## src/rtl/permute_controller_3.sv

```systemverilog
// Sequencing FSM for the 25-bit permute datapath: per line it runs load -> permute -> write,
// framed by a start/done handshake.
module permute_controller_3 #(
  parameter int unsigned LINES  = 64,
  parameter int unsigned CNT_W  = 7,
  parameter int unsigned ROUNDS = 1
) (
  input  logic             clk,
  input  logic             rst,
  input  logic             start,
  input  logic             line_valid,
  input  logic             write_ready,
  input  logic [CNT_W-1:0] cnt_value,
  input  logic             counter_co,
  output logic             read_en,
  output logic             mux_en,
  output logic             reg_en,
  output logic             reg_rst,
  output logic             permute_en,
  output logic             write_en,
  output logic             cnt_64_en,
  output logic             line_ready,
  output logic             busy,
  output logic             done
);

  typedef enum logic [2:0] {
    StIdle,
    StAlign,
    StLoad,
    StPerm,
    StWrite,
    StDone
  } state_e;

  localparam logic [CNT_W-1:0] LastLine  = CNT_W'(LINES - 1);
  localparam logic [3:0]       LastRound = 4'(ROUNDS - 1);

  state_e     state_q, state_d;
  logic [3:0] round_q, round_d;

  always_ff @(posedge clk or negedge rst) begin
    if (!rst) begin
      state_q <= StIdle;
      round_q <= '0;
    end else begin
      state_q <= state_d;
      round_q <= round_d;
    end
  end

  always_comb begin
    state_d    = state_q;
    round_d    = round_q;
    read_en    = 1'b0;
    mux_en     = 1'b0;
    reg_en     = 1'b0;
    reg_rst    = 1'b0;
    permute_en = 1'b0;
    write_en   = 1'b0;
    cnt_64_en  = 1'b0;
    line_ready = 1'b0;
    busy       = 1'b1;
    done       = 1'b0;

    unique case (state_q)
      StIdle: begin
        busy    = 1'b0;
        reg_rst = 1'b1;
        if (start) begin
          state_d = (cnt_value == '0) ? StLoad : StAlign;
        end
      end
      // Walk the datapath counter up to its wrap so every frame starts at line 0.
      StAlign: begin
        cnt_64_en = 1'b1;
        if (counter_co) begin
          state_d = StLoad;
        end
      end
      StLoad: begin
        read_en    = 1'b1;
        line_ready = 1'b1;
        reg_en     = line_valid;
        if (line_valid) begin
          round_d = '0;
          state_d = StPerm;
        end
      end
      StPerm: begin
        mux_en     = 1'b1;
        permute_en = 1'b1;
        reg_en     = 1'b1;
        round_d    = round_q + 4'd1;
        if (round_q == LastRound) begin
          state_d = StWrite;
        end
      end
      StWrite: begin
        write_en  = 1'b1;
        cnt_64_en = write_ready;
        if (write_ready) begin
          state_d = (cnt_value == LastLine) ? StDone : StLoad;
        end
      end
      StDone: begin
        done    = 1'b1;
        reg_rst = 1'b1;
        state_d = StIdle;
      end
      default: begin
        state_d = StIdle;
      end
    endcase
  end

endmodule

```

## config.mk

```make
export PLATFORM = sky130hd
export DESIGN_NAME = permute_controller_3
export DESIGN_NICKNAME = d
export VERILOG_FILES = /design/src/rtl/permute_controller_3.sv
export SDC_FILE = /design/constraint.sdc
export NUM_CORES = 1
export LEC_CHECK = 0
export CORE_ASPECT_RATIO = 0.7
export CORE_UTILIZATION = 30
export DETAILED_ROUTE_END_ITERATION = 10
export DONT_BUFFER_PORTS = 1
export GPL_TIMING_DRIVEN = 1
export SLEW_MARGIN = 20
export SYNTH_ARGS = -nofsm -noshare
export SYNTH_HDL_FRONTEND = slang
export SYNTH_SLANG_ARGS = --single-unit
```

## constraint.sdc

```tcl
create_clock -name clk -period 1.6 [get_ports clk]
set_input_delay 0 -clock clk [delete_from_list [all_inputs] [get_ports clk]]
set_output_delay 0 -clock clk [all_outputs]
set_load 0.05 [all_outputs]
```

==> flow_summary.ini <==
[outcome]
status = finished clean

[global_route]
grt_overflow_total = 0
grt_max_degree = 13
antenna_found_initial = 0
grt_pass1_vias = 495
grt_use_total_pct = 15.7
grt_pass1_wl_um = 2170

[placement]
place_hpwl_um = 1090
place_congestion = 0.808
dp.cells = 94
io_buffer_count = 0
dp_slack_ns = 0.220

[yosys]
ys.flop_type = dfrtp_1
synth-seq-area-share_pct = 31.1
yosys-top-cells-area = dfrtp_1 31%, o21ai_0 6.2%, a21oi_1 4.4%, ha_1 4.4%, nor4bb_1 3.6%
ys_ff_latch = 7
syn_inst = 68
synth_compound_area_share_pct = 24.2
synth-simple-area-share_pct = 27.8
synth_edf_count = 0
synth_cell_types = 34
synthAdderAreaFrac_pct = 4.44
ys_top_cells_by_count = 7 x dfrtp_1, 7 x o21ai_0, 5 x a21oi_1, 5 x nand2_1, 5 x nor2_1
syn_nets = 83
synth_top_family_by_area = simple AND/OR/NAND/NOR gates
ys_warn_count = 0
synth_mux_area_share_pct = 2.67
synth_top_area_cell = dfrtp_1
netlist_area_um2 = 563
syn_area_per_cell_um2 = 8.28
synth_xor_area_share_pct = 1.56
yosysTopAreaCellShare_pct = 31.1
async_flop_share_pct = 100

[sta]
rsz0062_at_grt = no
setup_violations = 0
fmax_mhz = 670
worst_slack_ns = 0.108
period_minus_slack_ns = 1.49
hold_violations = 0
tns_ns = 0
slew_headroom_pct = 69.5
drv_slew = 0
fin_crit_sh_pct = 93.3
tightest_slew_ns = 0.457
finalClockSkew_ns = 0.000683

[detailed_routing]
vias = 551
routedWlPerCell_um = 13.6
drc = 0
drt_wl_total_um = 1370
firstDrtPassIters = 4
drt_iter0_drc = 15
drt.antenna.violating_nets = 0
via_per_inst = 5.46

[job]
max_cap_violations = 0

[critical_path]
arrival_ns = 1.49
cp-end-kind = primary output
crit_type = flop to primary output
cp_cell_sequence = nand2b_1, or2_1, clkinv_2, buf_8
crit_path_max_incr_delay_ns = 0.45
critical-path-slowest-cell = dfrtp_2
worstSetupStartpointType = flop
required_ns = 1.60
crit_fanout = 9

[cts]
cts_tree = built
cts_root_buffer = clkbuf_4
clock_path_buffers = 2
clk_pin_slew_worst_paths_ns = 0.05
numCtsBuffers = 3
clock_latency_ns = 0.25
h-tree-depth = 1
cts.sinks = 7

[cells_and_area]
fillerInstances = 175
num_antenna_cells = 0
nNetsFinal = 96
syn_to_final_growth_pct = 28.7
fin_cells = 101
drive_gt1_share_pct = 26.3

[floorplanning]
dieWidth_um = 53.8
core_um2 = 1670
num_rows = 12
die_h_um = 38.2
pin_count = 23
initial_core_util_pct = 33.8
die-area_um2 = 2060

[power_and_ir_drop]
peakVddDrop_v = 0.00120
power.leakage_nw = 0.324
power_density_nw_per_um2 = 2360

[worst_hold_path]
min_path_type = input port to flop
[stage by stage]
stage / area (um2) / utilization [%] / hold WS, ns / power, mW
finish: 724 / 43.5 / 0.0461 / 1.71
global placement: 657 / 39.4 / -0.295 / 1.50
floorplan: 572 / - / -0.296 / 1.24
detailed placement: 657 / 39.4 / -0.295 / 1.51
global route: 724 / 43.5 / 0.0578 / 1.81
CTS: 716 / 42.9 / 0.0402 / 1.70
[timing repair]
item                                    CTS  global route
hold endpoints to repair                  9             0
buffers inserted                          0             0
gates resized for setup                   2             3
endpoints found under the setup margin    2             2
hold buffers                              3             0
[worst paths after layout]
| check | cells after the start | end | start | slack, ns |
|---|---|---|---|---|
| setup reg to reg | 6 | state_q[2] | round_q[0] | 0.20 |
| hold / removal | 3 | round_q[3] | line_valid | 0.05 |
| max in group asynchronous | 1 | state_q[2] | rst | 1.25 |
| hold reg to reg | 1 | round_q[0] | round_q[0] | 0.56 |
| setup / recovery | 4 | mux_en | state_q[2] | 0.11 |
| min in group asynchronous | 1 | round_q[1] | rst | 0.08 |
[layout make-up]
| cell class | instances | area (um2) | area share, % |
|---|---|---|---|
| clock buffer | 4 | 26.3 | 3.63 |
| inverter | 5 | 20.0 | 2.76 |
| tap | 21 | 26.3 | 3.63 |
| timing repair buffer | 11 | 123 | 16.9 |
| sequential | 7 | 179 | 24.7 |
| multi-input combinational | 53 | 350 | 48.4 |
[critical path, delay by kind of cell, from the launching register on]
family	cells	cell delay [ns]
DFF	1	0.45
and+or+nand+nor	2	0.49
buffers and inverters	2	0.30
[where the power goes]
group	total, mW	switching (mW)	internal (mW)
sequential	0.404	0.144	0.259
combinational	1.15	0.711	0.435
clock	0.156	0.0611	0.0949
[routing by layer]
metal,global-route usage [%],routed length [um],up-vias
li1,-,-,268
met1,23.1,668,249
met2,20.7,561,34
met3,8.73,144,0
met4,0,0,0
met5,0,0,-
[logic make-up after synthesis]
| family | Yosys count |
|---|---|
| buffers and inverters | 8 |
| flip-flops | 7 |
| AND/OR/NAND/NOR | 27 |
| AO/OA/AOI/OAI | 22 |
| multiplexers | 1 |
| XOR/XNOR | 1 |
| adder cells (fa/ha/maj) | 2 |
[state kept, by name, summed over array words and instances, names as in the netlist]
name / flops
round_q: 4
state_q: 3
[placed cells by master, fill, tap and decap left out, types with 2 or more instances in the layout]
| cell | synthesis | routed |
|---|---|---|
| buf_4 | 2 | 5 |
| nor4bb_1 | 2 | 2 |
| a21oi_1 | 5 | 5 |
| nor2_1 | 5 | 4 |
| nand2b_1 | 2 | 2 |
| a21o_1 | 2 | 2 |
| nor2_2 | 1 | 2 |
| inv_1 | 4 | 4 |
| dlygate4sd3_1 | 0 | 3 |
| dfrtp_2 | 0 | 3 |
| ha_1 | 2 | 2 |
| nand3_1 | 3 | 3 |
| clkbuf_4 | 0 | 3 |
| buf_12 | 0 | 2 |
| o21ai_0 | 7 | 7 |
| dfrtp_1 | 7 | 4 |
| nand2_1 | 5 | 5 |
No activity file was read; power rests on OpenSTA's default activity.
